`src/rtl/vpu_cmd_dispatch.sv`:
```
// vpu_cmd_dispatch: in-order command FIFO feeding a single-in-flight issue FSM
// with opcode filtering, retire counting and a done-timeout watchdog.
module vpu_cmd_dispatch #(
    parameter int DEPTH     = 4,
    parameter int CMD_WIDTH = 128,
    parameter int TIMEOUT   = 1024
) (
    input  logic                         clk,
    input  logic                         rst,
    input  logic [CMD_WIDTH-1:0]         in_cmd,
    input  logic                         in_valid,
    output logic                         in_ready,
    input  logic                         flush,
    output logic [CMD_WIDTH-1:0]         cmd,
    output logic                         cmd_valid,
    input  logic                         cmd_ready,
    input  logic                         cmd_done,
    output logic                         busy,
    output logic [$clog2(DEPTH+1)-1:0]   fifo_count,
    output logic [15:0]                  retired_count,
    output logic                         bad_cmd,
    output logic                         timeout_err
);
    localparam int AW = $clog2(DEPTH);
    localparam int CW = $clog2(DEPTH+1);
    localparam int TW = $clog2(TIMEOUT+1);
    localparam logic [CW-1:0] FULL  = CW'(DEPTH);
    localparam logic [TW-1:0] TLAST = TW'(TIMEOUT-1);
    localparam logic [7:0]    VPU_OP = 8'h02;

    typedef enum logic [1:0] {IDLE, ISSUE, WAIT_DONE} state_t;

    state_t                 r_state;
    logic [CMD_WIDTH-1:0]   r_mem [DEPTH];
    logic [AW-1:0]          r_wptr, r_rptr;
    logic [CW-1:0]          r_count;
    logic [TW-1:0]          r_timer;
    logic [CMD_WIDTH-1:0]   r_cmd;
    logic                   r_cmd_valid, r_bad, r_terr;
    logic [15:0]            r_retired;

    logic                   w_push, w_pop, w_good;
    logic [CMD_WIDTH-1:0]   w_head;

    assign in_ready      = (r_count != FULL) && !flush;
    assign w_push        = in_valid && in_ready;
    assign w_head        = r_mem[r_rptr];
    // Popping is suppressed during flush so a flushed head is never issued.
    assign w_pop         = (r_state == IDLE) && (r_count != '0) && !flush;
    assign w_good        = w_head[CMD_WIDTH-1 -: 8] == VPU_OP;
    assign cmd           = r_cmd;
    assign cmd_valid     = r_cmd_valid;
    assign busy          = (r_state != IDLE) || (r_count != '0);
    assign fifo_count    = r_count;
    assign retired_count = r_retired;
    assign bad_cmd       = r_bad;
    assign timeout_err   = r_terr;

    always_ff @(posedge clk)
        if (w_push)
            r_mem[r_wptr] <= in_cmd;

    always_ff @(posedge clk) begin
        if (rst) begin
            r_state     <= IDLE;
            r_wptr      <= '0;
            r_rptr      <= '0;
            r_count     <= '0;
            r_timer     <= '0;
            r_cmd       <= '0;
            r_cmd_valid <= 1'b0;
            r_bad       <= 1'b0;
            r_terr      <= 1'b0;
            r_retired   <= '0;
        end else begin
            r_bad <= w_pop && !w_good;
            if (flush) begin
                r_wptr  <= '0;
                r_rptr  <= '0;
                r_count <= '0;
            end else begin
                r_wptr  <= w_push ? r_wptr + 1'b1 : r_wptr;
                r_rptr  <= w_pop ? r_rptr + 1'b1 : r_rptr;
                r_count <= r_count + CW'(w_push) - CW'(w_pop);
            end
            case (r_state)
                IDLE:
                    if (w_pop && w_good) begin
                        r_cmd       <= w_head;
                        r_cmd_valid <= 1'b1;
                        r_state     <= ISSUE;
                    end
                ISSUE:
                    if (cmd_ready) begin
                        r_cmd_valid <= 1'b0;
                        r_timer     <= '0;
                        r_retired   <= cmd_done ? r_retired + 16'd1 : r_retired;
                        r_state     <= cmd_done ? IDLE : WAIT_DONE;
                    end
                WAIT_DONE:
                    if (cmd_done) begin
                        r_retired <= r_retired + 16'd1;
                        r_state   <= IDLE;
                    end else if (r_timer == TLAST) begin
                        r_terr  <= 1'b1;
                        r_state <= IDLE;
                    end else begin
                        r_timer <= r_timer + 1'b1;
                    end
                default: r_state <= IDLE;
            endcase
        end
    end
endmodule

```
`config.mk`:
```
export PLATFORM = sky130hd
export DESIGN_NAME = vpu_cmd_dispatch
export DESIGN_NICKNAME = d
export VERILOG_FILES = /design/src/rtl/vpu_cmd_dispatch.sv
export SDC_FILE = /design/constraint.sdc
export NUM_CORES = 1
export LEC_CHECK = 0
export CAP_MARGIN = 15
export CORE_MARGIN = 10
export CORE_UTILIZATION = 56
export DETAILED_ROUTE_END_ITERATION = 8
export PLACE_DENSITY = 0.79
export SYNTH_ARGS = -nofsm -noshare
export SYNTH_HDL_FRONTEND = slang
export SYNTH_SLANG_ARGS = --single-unit
```
`constraint.sdc`:
```
create_clock -name clk -period 6.6 [get_ports clk]
set_clock_uncertainty 0.05 [all_clocks]
set_input_delay 1.32 -clock clk [delete_from_list [all_inputs] [get_ports clk]]
set_output_delay 1.32 -clock clk [all_outputs]
set_load 0.005 [all_outputs]
```
---- Word-level counts from Yosys, hierarchy flattened ----
Memories as Yosys holds them, arrays and structs flattened. A register that Yosys moved wholly into a read port is not among the register bits.
Cells that the tools add are included.
cells by class
  $add $sub $neg .......................... 6
  eq/ne operators ......................... 10
  multiplexer cells ....................... 20
  bitwise gates (word level) .............. 1
  reduce and logical (&&, ||, !) cells .... 21
operators with widths
  operator                                         count
  two-way mux 11 bit                               3
  two-way mux 16 bit                               2
  one-hot mux 16 bit (2 select lines)              1
  one-hot mux 11 bit (2 select lines)              1
  adder 16 x 1 -> 16 bit, second input constant    1
  two-way mux 2 bit                                7
  adder 11 x 1 -> 11 bit, second input constant    1
  == test 11 x 10 -> 1 bit, second input constant  1
  AND reduction 3 bit                              3
  == test 8 x 2 -> 1 bit, second input constant    1
  logical AND 1 bit                                6
  inequality test 2 bit, second input constant     3
  inequality test 3 bit, second input constant     2
  one-hot mux 2 bit (3 select lines)               1
  nonzero test 2 bit                               3
  adder 2 x 1 -> 2 bit, second input constant      2
  two-way mux 1 bit                                4
  AND reduction 2 bit                              2
  AND reduction 4 bit                              1
  adder 3 x 1 -> 3 bit                             1
  nonzero test 3 bit                               1
  subtractor 3 x 1 -> 3 bit                        1
  == test 2 x 1 -> 1 bit, second input constant    1
  == test 2 bit, second input constant             1
  7 further kinds                                  8
storage, ports and cells
  bits in registers ....................... 167
  RAM bits ................................ 512
  input bits .............................. 134
  output and inout bits ................... 152
  memories kept ........................... 1
memories
  memory  words  bits a word  rd ports  clocked after Yosys merged registers in  write ports  RTL line  RTL
  r_mem   4      128          1         1                                        1            34        logic [CMD_WIDTH-1:0] r_mem [DEPTH];

---- Longest topological paths before layout ----
Gate-level depths: netlist of the first run.
  depth in word-level cells ............... 6
  mapped depth ............................ 11
  depth with buffers taken out ............ 11

---- Worst setup path after synthesis of the first run ----
Ideal clock, no wire load.
  kind .................................... in2reg
  from .................................... input port flush
  to ...................................... memory r_mem[0][0] (enable)
  setup time .............................. 0.503 ns
  data arrival time ....................... 4.631 ns
  slack ................................... 1.415 ns
  stages on the path ...................... 2
  path buffers ............................ 0
  cells stage by stage .................... a21oi_1 > and3_1
between the ends
  word-level cells in the longest chain between the ends .. 5
ends and longest elaborated chain
  what                                     RTL line  RTL
  from (decl)                              13        input logic flush,
  logical NOT 1 bit                        45        assign in_ready = (r_count != FULL) && !flush;
  logical AND 1 bit                        45
  logical AND 1 bit                        46        assign w_push = in_valid && in_ready;
  two-way mux 1 bit                        60        if (w_push)
  two-way mux 1 bit (not written as such)  61        r_mem[r_wptr] <= in_cmd;
  to (decl)                                34
Every way passes these cells.

---- Worst setup path in the final report of the first run ----
  from .................................... input port flush
  to ...................................... output port in_ready
between the ends
  word-level cells in the longest chain between the ends .. 2
ends and longest elaborated chain
  what               RTL line  RTL
  logical NOT 1 bit  45
  logical AND 1 bit  45
  to (decl)          12        output logic in_ready,
Every way passes these cells.

==> results of run 1 <==
-- power by group through the flow --
stage	sequential, mW	clock [mW]	combinational, mW
after CTS	4.68	3.77	0.288
after floorplan	4.77	0	0.130
after global routing	4.68	3.96	0.307
after detailed placement	4.77	0	0.286
final	4.68	3.69	0.284
after global placement	4.76	0	0.279
-- cells in the mapped netlist (all sizes together) (2+ instances only) --
| cell type | count |
|---|---|
| edfxtp | 512 |
| nand2 | 250 |
| dfxtp | 169 |
| a21oi | 130 |
| mux4 | 120 |
| clkbuf | 42 |
| nor2 | 40 |
| buf | 34 |
| inv | 17 |
| xnor2 | 14 |
| and2 | 12 |
| xor2 | 10 |
| nor4 | 9 |
| ha | 8 |
| nand4 | 7 |
| o2111ai | 6 |
| and3 | 5 |
| nand3 | 5 |
| nor3 | 5 |
| o21ai | 5 |
| nand4b | 4 |
| or3 | 4 |
| and4 | 3 |
| or2 | 3 |
| or4 | 3 |
| a211oi | 2 |
| mux2i | 2 |
| nor2b | 2 |
| nor3b | 2 |
| nor4b | 2 |
| o211ai | 2 |
-- cells in the final DEF (no fill, tap or decap), types with 6 or more instances in the layout --
| cell type | synthesis | layout |
|---|---|---|
| edfxtp_1 | 512 | 512 |
| clkdlybuf4s50_1 | 0 | 284 |
| nand2_1 | 250 | 250 |
| dfxtp_1 | 169 | 167 |
| a21oi_1 | 130 | 130 |
| mux4_2 | 120 | 120 |
| clkbuf_16 | 0 | 70 |
| nor2_1 | 40 | 40 |
| clkbuf_1 | 42 | 26 |
| inv_1 | 17 | 17 |
| xnor2_1 | 14 | 14 |
| and2_1 | 12 | 12 |
| buf_4 | 0 | 11 |
| xor2_1 | 10 | 10 |
| nor4_1 | 9 | 9 |
| diode_2 | 0 | 8 |
| ha_1 | 8 | 8 |
| nand4_1 | 7 | 7 |
| o2111ai_1 | 6 | 6 |
| inv_6 | 0 | 6 |
| clkbuf_8 | 0 | 6 |
-- per-layer routing --
metal	GRT usage, %	wire length (microns)
met2	34.2	27900
met4	7.59	1330
met3	4.83	3720
met5	0	82
met1	25.6	21300
-- final cells by class --
class,instances,area [sq um]
Fill cell,2748,13100
Inverter,17,63.8
Multi-Input combinational cell,664,5450
Antenna cell,8,20.0
Timing Repair Buffer,300,3030
Tap cell,585,732
Sequential cell,681,18800
Clock inverter,22,220
Clock buffer,102,1930
-- worst max-delay path: cells and delay by family --
kind,cells,cell delay (ns)
buffers and inverters,2,1.05
AO/OA/AOI/OAI,1,0.43
-- through the flow --
step | util (%) | cell area, sq um | worst slack (ns)
floorplan | - | 24600 | 1.42
global placement | 64.8 | 28000 | 2.48
detailed placement | 64.8 | 28000 | 2.36
CTS | 69.8 | 30200 | 2.42
global route | 69.8 | 30200 | 2.35
finish | 69.8 | 30200 | 2.43
-- logic make-up after synthesis --
family	count (synthesis)	share of synthesized area (%)
DFF	681	76.2
buffers and inverters	93	1.79
muxes	122	11.1
AOI/OAI and AO/OA	150	3.29
adders and majority gates	9	0.488
xor gates and xnor gates	24	0.854
and+or+nand+nor	359	6.29
-- path summary, 6_finish.rpt --
path	to	slack, ns	cells past startpoint
setup / recovery	in_ready	2.43	3
hold / removal	cmd[122]	0.40	1
setup reg to reg	cmd[18]	3.10	6
hold reg to reg	cmd[122]	0.40	1
-- flip-flops by register name (all words and copies together) (netlist names), named ones only --
register       count
r_wptr             2
cmd              128
r_timer           11
bad_cmd            1
timeout_err        1
r_mem            512
r_rptr             2
fifo_count         3
retired_count     16
r_state            2
cmd_valid          1
==> impl_metrics.yaml, run 1 <==
outcome:
  status: "finished, final reports clean"
critical_path:
  startpoint_type: "input pin"
  cp.arrival_ns: 2.80
  slowest_stage: "clkdlybuf4s50_1"
  crit_start: "flush"
  cp_max_fo: 6
  cpMostUsedCell: "clkdlybuf4s50_1"
  endpoint_kind: "output pin"
  crit_type: "in -> out"
  required_ns: 5.23
  path_cells: "clkdlybuf4s50_1 -> a21oi_1 -> clkdlybuf4s50_1"
  cpPeakStageDelay_ns: 0.61
synthesis:
  synth.area.top_cells: "edfxtp_1, dfxtp_1, mux4_2, nand2_1, a21oi_1"
  synth-async-reset-ratio_pct: 0
  ys_seq_elements: 681
  ys_types: 42
  synth_area_sq_mm: 0.0246
  synth_edf_count: 512
  syn_inst: 1438
  avgSynthCellArea_sq_um: 17.1
  syn_nets: 1581
  synth_top_area_share_pct: 62.5
  synth_seq_area_share_pct: 76.2
  yosys.area.top_type: "edfxtp_1"
  yosysWarnings: 0
  synth_ff_type: "edfxtp_1"
detailed_routing:
  wl_per_cell_microns: 22.8
  ant_nets: 0
  drc: 0
  vias: 13400
  drtIter0Drc: 1214
  totalWireLength_microns: 54300
  drt_first_pass_iters: 5
  routed_via_density: 5.65
sta:
  timing.fmax_mhz: 240
  grt_setup_unrepaired: "no"
  finalSetupViolCount: 0
  period_share_pct: 63.1
  worst_pin_slew_ns: 0.988
  drv_slew: 0
  tns_ns: 0
  post-route-min-period_ns: 4.17
  hold_ws_ns: 0.404
  timing.final.hold_violations: 0
  relSlewSlack_pct: 33.9
place:
  dp_hpwl_microns: 32100
  port_buffers: 285
  routabilityCongestion: 0.787
  dp.cells: 2247
finish:
  finalNetCount: 1875
  layout-drive-gt1-share_pct: 13.5
  area_delta_synth_final_pct: 22.8
  stdcell_count: 2379
power_and_ir_drop:
  power.density_mw_per_mm2: 286
  leakagePower_nw: 9.42
  power_switching_mw: 1.69
  pwr-share-seq_pct: 54.0
  ir_drop_uv: 210
  p_int_mw: 6.97
  sw_frac_of_total_pct: 19.5
  p_clk_share_pct: 42.7
  power_mw: 8.66
  p_comb_share_pct: 3.3
die:
  core-area_sq_mm: 0.0433
  start_util_pct: 56.9
  dieArea_sq_mm: 0.0527
  io-pin-count: 286
  placementRows: 76
  die_h_microns: 230
  dieWidth_microns: 230
grt:
  grt_pass1_wl_microns: 83200
  grt_usage_pct: 20.4
  antenna_found_initial: 16
  overflow: 0
  grt_pass1_vias: 13800
  grt_max_degree: 129
clocking:
  clk_pin_slew_ns: 0.05
  root_buffer: "clkbuf_16"
  numCtsBuffers: 68
  cts_tree: "built"
  postCtsHoldBufs: 0
  clk_latency_ns: 0.58
  cts_setup_buffers: 0
  clkSinkCount: 681
  h-tree-depth: 3
  clockBufferDepth: 3
  ctsResizeCount: 0
flow_run:
  drv_cap: 0
min_path:
  hold_class: "reg -> reg"
  min_from: "cmd[122]"
(Power assumes the default switching activity.)
==> inputs of run 2 (changes only) <==
Settings changed: CORE_UTILIZATION 56 to 50, PLACE_DENSITY 0.79 to 0.74.
Clock period 6.6 ns to 3.35 ns, I/O delays scaled along.
==> impl_metrics.yaml, run 2 (same netlist as run 1, synthesis figures left out) <==
clocking:
  ctsResizeCount: 0
  root_buffer: "clkbuf_16"
  cts_setup_buffers: 0
  postCtsHoldBufs: 0
  cts_tree: "built"
  h-tree-depth: 3
  clk_latency_ns: 0.58
  clockBufferDepth: 3
  numCtsBuffers: 69
  clk_pin_slew_ns: 0.05
  clkSinkCount: 681
grt:
  grt_pass1_wl_microns: 82900
  grt_usage_pct: 18.2
  grt_pass1_vias: 14000
  antenna_found_initial: 14
  grt_max_degree: 71
  overflow: 0
critical_path:
  endpoint_kind: "output pin"
  cp_max_fo: 5
  startpoint_type: "input pin"
  cp.arrival_ns: 1.96
  required_ns: 2.63
  crit_type: "in -> out"
finish:
  stdcell_count: 2481
  top_register: "r_mem"
  layout_common_cells: "edfxtp_1, clkdlybuf4s50_1, nand2_1"
  layout-drive-gt1-share_pct: 15.0
  fillers: 3528
  largest_reg_flops: 512
  area_delta_synth_final_pct: 25.1
  final_common_cell: "edfxtp_1"
  finalNetCount: 1898
die:
  dieArea_sq_mm: 0.0585
  dieWidth_microns: 242
  start_util_pct: 50.4
  io-pin-count: 286
  core-area_sq_mm: 0.0488
  placementRows: 81
  die_h_microns: 242
sta:
  worst_pin_slew_ns: 0.798
  period_share_pct: 79.9
  timing.fmax_mhz: 373
  post-route-min-period_ns: 2.68
  relSlewSlack_pct: 46.8
  tns_ns: 0
  drv_slew: 0
  grt_setup_unrepaired: "no"
  timing.final.hold_violations: 0
  finalSetupViolCount: 0
detailed_routing:
  drtIter0Drc: 873
  routed_via_density: 5.41
  ant_nets: 0
  drc: 0
  vias: 13400
  drt_first_pass_iters: 5
  wl_per_cell_microns: 21.6
  totalWireLength_microns: 53700
place:
  dp.cells: 2348
  port_buffers: 285
  dp_hpwl_microns: 32700
  routabilityCongestion: 0.763
power_and_ir_drop:
  power_mw: 17.5
  leakagePower_nw: 9.66
  power.density_mw_per_mm2: 568
  ir_drop_uv: 421
flow_run:
  drv_cap: 0
min_path:
  hold_class: "reg -> reg"
outcome:
  status: "finished, final reports clean"
==> run 2: changes by cell type in the layout (fill, tap and decap cells not counted) <==
cell,change
clkbuf_1,-6
clkbuf_16,+2
inv_6,-3
buf_4,+9
diode_2,+1
clkinv_8,-1
bufinv_16,+4
clkinv_2,+4
buf_12,+13
clkbuf_8,+2
clkinv_1,-2
==> run 2: metal layers <==
layer / routed length, microns / global-route usage, %
met1: 22100 / 22.7
met3: 3520 / 4.88
met2: 26900 / 30.4
met5: 85 / 0
met4: 1050 / 6.12
==> run 2: worst paths after layout <==
path                   start             to  slack [ns]  cells past startpoint
setup reg to reg  r_state[0]  fifo_count[2]        0.91                      9
setup / recovery       flush       in_ready        0.67                      4
hold / removal       cmd[18]        cmd[18]        0.40                      2
hold reg to reg      cmd[18]        cmd[18]        0.40                      2
==> run 2: cell type report <==
| type | instances | area, sq um | area share (%) |
|---|---|---|---|
| diodes | 9 | 22.5 | 0.0732 |
| inverters | 17 | 63.8 | 0.207 |
| flip-flops and latches | 681 | 18800 | 61.0 |
| clock buffers | 100 | 1990 | 6.45 |
| well taps | 664 | 831 | 2.70 |
| multi-input cells | 664 | 5450 | 17.7 |
| repair buffers | 322 | 3350 | 10.9 |
| clock inverters | 24 | 310 | 1.01 |
==> run 2: power breakdown <==
part	total [mW]	internal (mW)	switching (mW)	leakage, nW
sequential	9.21	9.18	0.0288	6.01
clock	7.71	4.67	3.04	1.12
combinational	0.576	0.307	0.269	2.53
total	17.5	14.2	3.34	9.66
==> run 2: critical path: stages <==
cell and delay (ns):
clkdlybuf4s50_1 0.44, a21oi_1 0.17, buf_4 0.17, clkdlybuf4s50_1 0.50
==> run 2: metrics by stage <==
step | setup WS (ns) | util [%] | hold WS, ns | area, sq um
2_1_floorplan | 0.269 | - | 0.394 | 24600
3_3_place_gp | 0.350 | 58.3 | 0.391 | 28500
3_5_place_dp | 0.299 | 58.3 | 0.395 | 28500
4_1_cts | 0.660 | 63.0 | 0.405 | 30800
5_1_grt | 0.613 | 63.0 | 0.419 | 30800
6_report | 0.672 | 63.0 | 0.401 | 30800
==> inputs of run 3 (changes only) <==
Settings changed: CORE_UTILIZATION 50 to 56, PLACE_DENSITY 0.74 to 0.79.
Clock period 3.35 ns to 2.65 ns, I/O delays scaled along.
==> impl_metrics.yaml, run 3 (same netlist as run 1, synthesis figures left out) <==
grt:
  grt_max_degree: 115
  grt_pass1_vias: 14100
  antenna_found_initial: 8
  grt_usage_pct: 20.8
  overflow: 0
  grt_pass1_wl_microns: 85000
die:
  dieArea_sq_mm: 0.0527
  io-pin-count: 286
  placementRows: 76
  core-area_sq_mm: 0.0433
  start_util_pct: 56.9
  die_h_microns: 230
  dieWidth_microns: 230
place:
  dp.cells: 2287
  dp_hpwl_microns: 34400
  port_buffers: 285
  dp_slack_ns: -0.193
  routabilityCongestion: 0.786
finish:
  finalNetCount: 1913
  largest_reg_flops: 512
  layout-drive-gt1-share_pct: 15.6
  stdcell_count: 2413
  layout_common_cells: "edfxtp_1, clkdlybuf4s50_1, nand2_1"
  area_delta_synth_final_pct: 25.1
  final_common_cell: "edfxtp_1"
  top_register: "r_mem"
clocking:
  clkSinkCount: 681
  clk_pin_slew_ns: 0.06
  root_buffer: "clkbuf_16"
  postCtsHoldBufs: 0
  clockBufferDepth: 3
  h-tree-depth: 3
  numCtsBuffers: 66
  cts_setup_buffers: 0
  ctsResizeCount: 0
  cts_tree: "built"
  clk_latency_ns: 0.57
detailed_routing:
  vias: 13700
  drt_first_pass_iters: 5
  ant_nets: 0
  wl_per_cell_microns: 22.9
  totalWireLength_microns: 55300
  drtIter0Drc: 965
  routed_via_density: 5.69
  drc: 0
critical_path:
  cp.arrival_ns: 1.92
  endpoint_kind: "output pin"
  worstReg2RegEnd: "fifo_count[2]"
  required_ns: 2.07
  endpoint: "in_ready"
  crit_type: "reg -> out"
  rr_worst_depth: 10
  ff2ff_setup_slack_ns: 0.34
  startpoint_type: "flop"
  crit_start: "fifo_count[1]"
  cp_max_fo: 5
  timing.rr.start: "fifo_count[1]"
min_path:
  min_from: "cmd[29]"
  hold_class: "reg -> reg"
sta:
  worst_pin_slew_ns: 0.968
  timing.fmax_mhz: 400
  post-route-min-period_ns: 2.50
  tns_ns: 0
  finalSetupViolCount: 0
  relSlewSlack_pct: 35.4
  period_share_pct: 94.5
  timing.final.hold_violations: 0
  drv_slew: 0
  grt_setup_unrepaired: "no"
  worst_slack_ns: 0.147
power_and_ir_drop:
  power_mw: 21.4
  leakagePower_nw: 9.71
  power.density_mw_per_mm2: 695
  ir_drop_uv: 677
flow_run:
  drv_cap: 0
outcome:
  status: "finished, final reports clean"
==> run 3: cell types whose count changed in the layout (fill, tap and decap cells not counted), sizes merged <==
cell and change:
clkinv +10, buf +18, inv -1, bufinv -5, clkbuf -8, diode -3
==> run 3: metal layers <==
metal / vias up / part of all wire (%) / track usage, %
li1: 6142 / - / -
met1: 6994 / 39 / 26.2
met2: 496 / 51 / 34.9
met3: 94 / 7.9 / 5.09
met4: 6 / 2.1 / 6.85
met5: - / 0.083 / 0
==> run 3: area by class of cell <==
cell class / count / area [sq um]
Antenna cell: 6 / 15.0
Clock buffer: 92 / 1890
Clock inverter: 28 / 195
Fill cell: 2673 / 12500
Inverter: 17 / 63.8
Multi-Input combinational cell: 664 / 5450
Sequential cell: 681 / 18800
Tap cell: 585 / 732
Timing Repair Buffer: 340 / 3660
==> run 3: how the worst min path moves through the flow <==
stage                  end  slack [ns]  cells after the start
6_report           cmd[29]        0.41                      2
5_1_grt            cmd[29]        0.42                      2
4_1_cts        timeout_err        0.41                      2
3_5_place_dp      cmd[123]        0.39                      1
3_3_place_gp       cmd[82]        0.39                      2
2_1_floorplan   r_timer[1]        0.39                      2
==> run 3: critical path: stages, from the launching register on <==
cell             delay [ns]
dfxtp_1                0.42
nor2_1                 0.07
a21oi_1                0.17
buf_4                  0.18
clkdlybuf4s50_1        0.51
==> run 3: per-stage QoR <==
step	hold WS, ns	instance area [sq um]	utilization (%)
floorplan	0.394	24600	-
global placement	0.391	28700	66.3
detailed placement	0.394	28700	66.3
CTS	0.407	30800	71.1
global route	0.418	30800	71.1
finish	0.407	30800	71.1
==> run 3: report_power, final <==
group	switching, mW	internal [mW]	leakage, nW
logic	0.350	0.401	2.67
registers	0.0389	11.6	6.01
clock network	3.80	5.20	1.02
